$ cat src/rtl/verdict_collector.sv
// Captures topEntity's stream outputs into timestamped records and replays each
// record as a 64-bit valid/ready beat stream: a header beat, then the active values.
module verdict_collector #(
  parameter int DEPTH    = 8,
  parameter int TS_WIDTH = 48
) (
  input  logic                       clk,
  input  logic                       rst,
  input  logic                       en,
  input  logic [63:0]                output_0,
  input  logic [63:0]                output_1,
  input  logic [63:0]                output_2,
  input  logic [63:0]                output_3,
  input  logic                       output_0_aktv,
  input  logic                       output_1_aktv,
  input  logic                       output_2_aktv,
  input  logic                       output_3_aktv,
  output logic [63:0]                m_data,
  output logic                       m_valid,
  input  logic                       m_ready,
  output logic                       m_last,
  output logic [$clog2(DEPTH):0]     fifo_count,
  output logic                       overflow
);
  localparam int AW = $clog2(DEPTH);
  localparam int CW = AW + 1;

  typedef struct packed {
    logic [TS_WIDTH-1:0] ts;
    logic [3:0]          mask;
    logic [3:0][63:0]    val;
  } rec_t;

  typedef enum logic [1:0] {IDLE, HEADER, DATA} state_t;

  function automatic logic [1:0] lowest(input logic [3:0] m);
    if (m[0]) return 2'd0;
    if (m[1]) return 2'd1;
    if (m[2]) return 2'd2;
    return 2'd3;
  endfunction

  state_t              state;
  logic [1:0]          idx;
  logic [TS_WIDTH-1:0] ts;
  rec_t                mem [DEPTH];
  logic [AW-1:0]       wr_ptr, rd_ptr;
  logic [CW-1:0]       count, count_next;

  rec_t       rec_in, head;
  logic [3:0] mask_in, above;
  logic       push, pop, full, accept, drop, hs, last;

  assign mask_in = {output_3_aktv, output_2_aktv, output_1_aktv, output_0_aktv};
  assign rec_in  = '{ts: ts, mask: mask_in, val: {output_3, output_2, output_1, output_0}};
  assign head    = mem[rd_ptr];

  // Set bits of the head mask strictly above the current value index.
  assign above  = head.mask & (4'b1110 << idx);
  assign last   = (above == 4'b0);
  assign hs     = m_valid && m_ready;
  assign push   = en && (mask_in != 4'b0);
  assign full   = (count == CW'(DEPTH));
  assign pop    = hs && (state == DATA) && last;
  // A full FIFO still takes a record when the head is popped on the same edge.
  assign accept = push && (!full || pop);
  assign drop   = push && full && !pop;
  assign count_next = count + CW'(accept) - CW'(pop);

  assign fifo_count = count;
  assign m_last     = (state == DATA) && last;

  // The header carries the live overflow flag so the snapshot is taken at handshake.
  always_comb begin
    m_data = 64'b0;
    case (state)
      HEADER:  m_data = {head.mask, 11'b0, overflow, 48'(head.ts)};
      DATA:    m_data = head.val[idx];
      default: m_data = 64'b0;
    endcase
  end

  always_ff @(posedge clk or posedge rst) begin
    if (rst) ts <= '0;
    else if (en) ts <= ts + 1'b1;
  end

  always_ff @(posedge clk) begin
    if (accept) mem[wr_ptr] <= rec_in;
  end

  always_ff @(posedge clk or posedge rst) begin
    if (rst) begin
      wr_ptr <= '0;
      rd_ptr <= '0;
      count  <= '0;
    end else begin
      if (accept) wr_ptr <= wr_ptr + 1'b1;
      if (pop)    rd_ptr <= rd_ptr + 1'b1;
      count <= count_next;
    end
  end

  always_ff @(posedge clk or posedge rst) begin
    if (rst) overflow <= 1'b0;
    else if (drop) overflow <= 1'b1;
    else if (hs && state == HEADER) overflow <= 1'b0;
  end

  always_ff @(posedge clk or posedge rst) begin
    if (rst) begin
      state   <= IDLE;
      m_valid <= 1'b0;
      idx     <= 2'd0;
    end else begin
      case (state)
        IDLE: if (count != '0) begin
          state   <= HEADER;
          m_valid <= 1'b1;
        end
        HEADER: if (m_ready) begin
          state <= DATA;
          idx   <= lowest(head.mask);
        end
        DATA: if (m_ready) begin
          if (!last) idx <= lowest(above);
          else if (count_next != '0) state <= HEADER;
          else begin
            state   <= IDLE;
            m_valid <= 1'b0;
          end
        end
        default: begin
          state   <= IDLE;
          m_valid <= 1'b0;
        end
      endcase
    end
  end
endmodule

$ cat config.mk
export PLATFORM = sky130hd
export DESIGN_NAME = verdict_collector
export DESIGN_NICKNAME = d
export VERILOG_FILES = /design/src/rtl/verdict_collector.sv
export SDC_FILE = /design/constraint.sdc
export NUM_CORES = 2
export LEC_CHECK = 0
export CORE_ASPECT_RATIO = 0.75
export CORE_UTILIZATION = 45
export CTS_CLUSTER_SIZE = 14
export DETAILED_ROUTE_END_ITERATION = 10
export PLACE_DENSITY = 0.74
export SLEW_MARGIN = 20
export SYNTH_ARGS = -nofsm -noshare
export SYNTH_HDL_FRONTEND = slang
export SYNTH_SLANG_ARGS = --single-unit
$ cat constraint.sdc
create_clock -name clk -period 33.3 [get_ports clk]
set_input_delay 4.995 -clock clk [delete_from_list [all_inputs] [get_ports clk]]
set_output_delay 4.995 -clock clk [all_outputs]
set_load 0.02 [all_outputs]
# ---- Word-level counts from Yosys, hierarchy flattened
# Memory sizes are Yosys's and may differ from the RTL's.
# Cells that the tools add are included.
dict set report op_classes {
  bitwise_logic 2
  shift 1
  order_cmp 1
  mux 61
  eq_ne 9
  addsub 5
  n_reduce_logical 22
}
# operator count
set op_table {}
lappend op_table {{$bmux 64 s2} 1}
lappend op_table {{$pmux 64 s2} 1}
lappend op_table {{$mux 64} 1}
lappend op_table {{$add 48x1->48 const B} 1}
lappend op_table {{$mux 2} 19}
lappend op_table {{$mux 1} 36}
lappend op_table {{$ne 2x2->1 const B} 6}
lappend op_table {{$reduce_bool 4->1} 3}
lappend op_table {{$logic_and 1x1->1} 9}
lappend op_table {{$reduce_and 4->1} 2}
lappend op_table {{$add 3x1->3 const B} 2}
lappend op_table {{$pmux 2 s3} 1}
lappend op_table {{$reduce_and 5->1} 1}
lappend op_table {{$add 4x1->4} 1}
lappend op_table {{$and 4x4->4} 1}
lappend op_table {{$eq 4x4->1 const B} 1}
lappend op_table {{$logic_not 4->1} 1}
lappend op_table {{$pmux 2 s2} 1}
lappend op_table {{$reduce_bool 2->1} 2}
lappend op_table {{$shl 4x2->4 const A} 1}
lappend op_table {{$sub 4x1->4} 1}
lappend op_table {{$lt 2x3->1 const B} 1}
lappend op_table {{$pmux 1 s3} 1}
lappend op_table {{$eq 2x1->1 const B} 1}
lappend op_table {{other kinds (5)} 6}
dict set report word_totals {
  mem_count 1
  reg_bits 64
  output_inout_bits 71
  mem_bits_rw 2464
  in_bits 264
}
# memory words word_bits read_ports rd_ports_with_merged_regs wr line
set memory_table {}
lappend memory_table {mem 8 308 1 0 1 46} ;# rec_t mem [DEPTH];

# ---- Longest topological paths before layout
dict set report logic_depth {
  ltp_word 21
  depth_mapped 14
}

# ---- Least setup slack after synthesis
# OpenSTA, ideal clock, no wires.
dict set report synth_path {
  kind {input-to-reg}
  start {in m_ready}
  end {mem mem[0][0] (netlist bit), enable pin}
  setup_ns 1.354
  t_arrival_ns 26.428
  required_ns 31.946
  cell_stages 4
  n_path_buf 0
  path_slack_ns 5.518
  cell_sequence {nand2_1 > nor4_4 > o211ai_1 > nor3_1}
}
dict set report synth_between {
  elab_chain_cells 7
}
# element line
set synth_rtl {}
lappend synth_rtl {{start, declared} 20} ;# input logic m_ready,
lappend synth_rtl {{$logic_and 1x1->1} 61} ;# assign hs = m_valid && m_ready;
lappend synth_rtl {{$logic_and 1x1->1 (2 in a row)} 64} ;# assign pop = hs && (state == DATA) && last;
lappend synth_rtl {{$logic_or 1x1->1} 66} ;# assign accept = push && (!full || pop);
lappend synth_rtl {{$logic_and 1x1->1} 66}
lappend synth_rtl {{$mux 1} 89} ;# if (accept) mem[wr_ptr] <= rec_in;
lappend synth_rtl {{$mux 1 (implied by the code)} 89}
lappend synth_rtl {{end, declared} 46}
# No other way between the ends.

# ---- Final worst setup path
dict set report layout_path {
  start {reg rd_ptr[0]}
  end {out m_data[14]}
}
dict set report layout_between {
  elab_chain_cells 4
}
# element line
set layout_rtl {}
lappend layout_rtl {{start, declared} 47} ;# logic [AW-1:0] wr_ptr, rd_ptr;
lappend layout_rtl {{start signal, assigned} 99} ;# if (pop) rd_ptr <= rd_ptr + 1'b1;
lappend layout_rtl {{$mem_v2 8x308 (*)} -}
lappend layout_rtl {{$bmux 64 s2} 78} ;# DATA: m_data = head.val[idx];
lappend layout_rtl {{$mux 64 (implied by the code)} 78}
lappend layout_rtl {{$pmux 64 s2 (*)} 76} ;# case (state)
lappend layout_rtl {{end, declared} 18} ;# output logic [63:0] m_data,
# Mark *: on every way between the ends. The rest lies on a longest branch, timed or not. The select of a mux whose other input is x is not followed.

==> summary.md <==
| Metric | Value |
|---|---|
| Die height | `402 um` |
| Worst-path clk slew | `60 ps` |
| RSZ-0062 raised after global routing | `false` |
| TNS Setup | `0 ps` |
| H-tree depth | `4` |
| Yosys top cell by area | `edfxtp_1` |
| Sequential area share after synthesis | `78.6%` |
| Pwr/cell area | `79.2 mW/mm2` |
| Placed Area | `0.103 mm2` |
| First-pass DRT Iterations | `7` |
| Global-route wire length before repair | `between 300000 and 400000 um` |
| Worst-margin pin slew | `1150 ps` |
| Core area | `about 0.21 mm2` |
| Syn nets | `4185` |
| Clock root buffer | `clkbuf_16` |
| VDD IR-drop max | `0.0000670 V` |
| Count leader, synth | `edfxtp_1` |
| Setup bufs post-CTS | `0` |
| Layout cells sized above 1 | `about 25%` |
| Share of the synthesized area in the top cell type | `approximately 77%` |
| Fin. Hold Viols | `0` |
| Most area-consuming cells after synthesis | `edfxtp_1 77%, mux4_2 17%, dfrtp_1 1.7%, mux2i_1 0.77%, a22oi_1 0.40%` |
| Largest stage delay, worst path | `roughly 910 ps` |
| GRT Util Overall | `roughly a fifth` |
| GRT Residual Overflow | `0` |
| Status | `completed` |
| Met2 Wirelength | `100000 um` |
| Final #Nets | `between 4000 and 5000` |
| Clock Latency Late Sink | `900 ps` |
| Leak Pwr | `33.6 nW` |
| Clock sink count | `2528` |
| Met3 routed WL | `~22000 um` |
| Placer Congestion | `approximately 0.76` |
| Number of global-route vias before repair | `approximately 44000` |
| Yosys warnings | `0` |
| Setup crit end kind | `primary output` |
| CTS tree | `done` |
| Setup Skew | `118 ps` |
| Num CTS Buffers | `235` |
| Tot Pwr | `8.72 mW` |
| Layout area overhead | `14.6%` |
| 1st-iter DRT viols | `4651` |
| Post-synth EDFFs | `around 2500` |
| Period utilisation layout | `36.2%` |
| I/O pin count | `335` |
| Most Frequent Cell on Critical Path | `buf_4` |
| Detailed placement HPWL | `121000 um` |
| Finished layout cell area | `0.110 mm2` |
| Yosys reg bits | `2528` |
| Starting Density | `45.4%` |
| Buffers on Ports | `approximately 330` |
| Switching power | `2.41 mW` |
| Max-Cap Viols | `0` |
| Routed Wire Length | `approximately 220000 um` |
| Combinational power share | `24.4%` |
| Sequential power share | `46.8%` |
| WL per Instance | `between 20 and 30 um` |
| Pin count of the biggest net entering global routing | `128` |
| Post-layout minimum cycle time | `12070 ps` |
| Length of routed wiring on met1 | `slightly below 90000 um` |
| Fin. max-slew vios | `0` |
| Post-DR vias/cell | `roughly 6` |
| Initial antenna violation count | `81` |
| Number of hold buffers added after CTS | `0` |
| Mapped Cells | `just under 4000` |
| Setup violations, final | `0` |
| CP required | `28300 ps` |
| Cells along the critical path | `buf_4 -> buf_4 -> buf_4 -> mux4_2 -> mux4_2 -> a22oi_1 -> o21ai_0 -> clkdlybuf4s50_1` |
| Slew headroom | `23.2%` |
| Critical-path top delay cell | `dfrtp_4` |
| Cell internal pwr | `6.31 mW` |
| Vias | `43283` |
| Asr flop ratio synth | `2.53%` |
| Post_cts resized | `0` |
| Syn Std Cell Area | `0.0962 mm2` |
| DRT antenna net count | `0` |
| Commonest cells post-synth | `2464 x edfxtp_1, 732 x mux4_2, 99 x clkbuf_1` |
| Top delay family on crit path | `buffers and inverters` |
| Die Wd | `about 540 um` |
| Main synth FF type | `edfxtp_1` |
| Netlist cell types | `46` |
| Residual DRC | `0` |
| Largest buffer count on any clock path | `4` |
| Clock group share of total power | `around 29%` |
| Buffers & Inverters on Critical Path | `4` |
| Critical Path Source Type | `flip-flop` |
| Hold Path Class | `flip-flop to flip-flop` |
| Worst hold slack | `570 ps` |
| Crit-path max FO | `42` |
| Arrival time worst endpoint | `7070 ps` |
| Sw Ratio | `between 20% and 30%` |
| Util after Layout | `approximately 52%` |
| Max frequency | `0.0829 GHz` |
| Type of the worst setup path | `flip-flop to primary output` |
| Die Area | `roughly 0.22 mm2` |
| Top Layer Used | `met5` |
| Num rows | `146` |
| Mapped Avg Cell Area | `24.6 um2` |
[state kept, by name, indices dropped and copies added, names as in the netlist]
| signal | flops |
|---|---|
| state | 2 |
| wr_ptr | 3 |
| m_valid | 1 |
| mem | 2464 |
| ts | 48 |
| overflow | 1 |
| idx | 2 |
| fifo_count | 4 |
| rd_ptr | 3 |
[final cells by class]
class	instances	area, um2
Fill cell	15694	102000
Antenna cell	26	65.1
Tap cell	2812	3520
Timing Repair Buffer	412	4100
Clock buffer	297	6220
Clock inverter	120	895
Inverter	13	50.0
Multi-Input combinational cell	1170	19700
Sequential cell	2528	75600
[path summary, 6_finish.rpt]
path / start / to / slack, ps / cells past startpoint
worst min register to register: wr_ptr[0] / wr_ptr[0] / 570 / 1
worst max register to register: rd_ptr[0] / mem[7][266] / 25320 / 11
worst max-delay path: rd_ptr[0] / m_data[14] / 21230 / 8
min in group asynchronous: rst / fifo_count[3] / 4750 / 3
worst min-delay path: wr_ptr[0] / wr_ptr[0] / 570 / 1
max in group asynchronous: rst / rd_ptr[2] / 27810 / 3
[cells in the final DEF (no fill, tap or decap), types with 37 or more instances in the layout]
| cell type | count |
|---|---|
| clkdlybuf4s50_1 | 334 |
| edfxtp_1 | 2464 |
| clkbuf_1 | 54 |
| mux2i_1 | 74 |
| buf_4 | 64 |
| a22oi_1 | 51 |
| mux4_2 | 732 |
| clkbuf_16 | 237 |
| clkinv_1 | 58 |
| dfrtp_1 | 59 |
| o21ai_0 | 50 |
| clkinv_2 | 38 |
| xnor2_1 | 37 |
[worst reg2reg max path, delay by kind of cell (launching register included)]
kind,cells,cell delay (ps)
AOI/OAI and AO/OA,2,650
buffers and inverters,5,3430
DFF,1,910
muxes,2,1370
and+or+nand+nor,2,1110
[power groups by stage]
stage	clock network, mW	logic [mW]	registers [mW]
5_1_grt	2.68	2.26	4.12
2_1_floorplan	0	1.45	4.34
4_1_cts	2.56	2.17	4.09
3_5_place_dp	0	2.16	4.15
3_3_place_gp	0	2.14	4.13
6_report	2.52	2.13	4.08
[per-stage QoR]
stage,std cells,worst slack [ps]
detailed placement,6935,21940
finish,7378,21230
floorplan,3908,5520
CTS,7352,21000
global route,7362,20670
global placement,6935,22030
[cell families (layout without fill, tap and decap cells)]
logic type | count (synthesis) | count (layout) | synth area share (%)
buf+inv | 210 | 842 | 0.919
fa+ha+maj | 13 | 13 | 0.177
compound gates | 146 | 146 | 0.985
mux | 821 | 821 | 18.1
other cells | 0 | 26 | 0
simple gates | 137 | 137 | 0.730
xor+xnor | 53 | 53 | 0.483
flops | 2528 | 2528 | 78.6
[per-layer routing]
| layer | GRT usage [%] | up-vias |
|---|---|---|
| li1 | - | 17860 |
| met3 | 6.57 | 391 |
| met4 | 5.81 | 100 |
| met1 | 28.2 | 23104 |
| met5 | 0 | - |
| met2 | 30.0 | 1828 |
No activity file was read; power rests on OpenSTA's default activity.
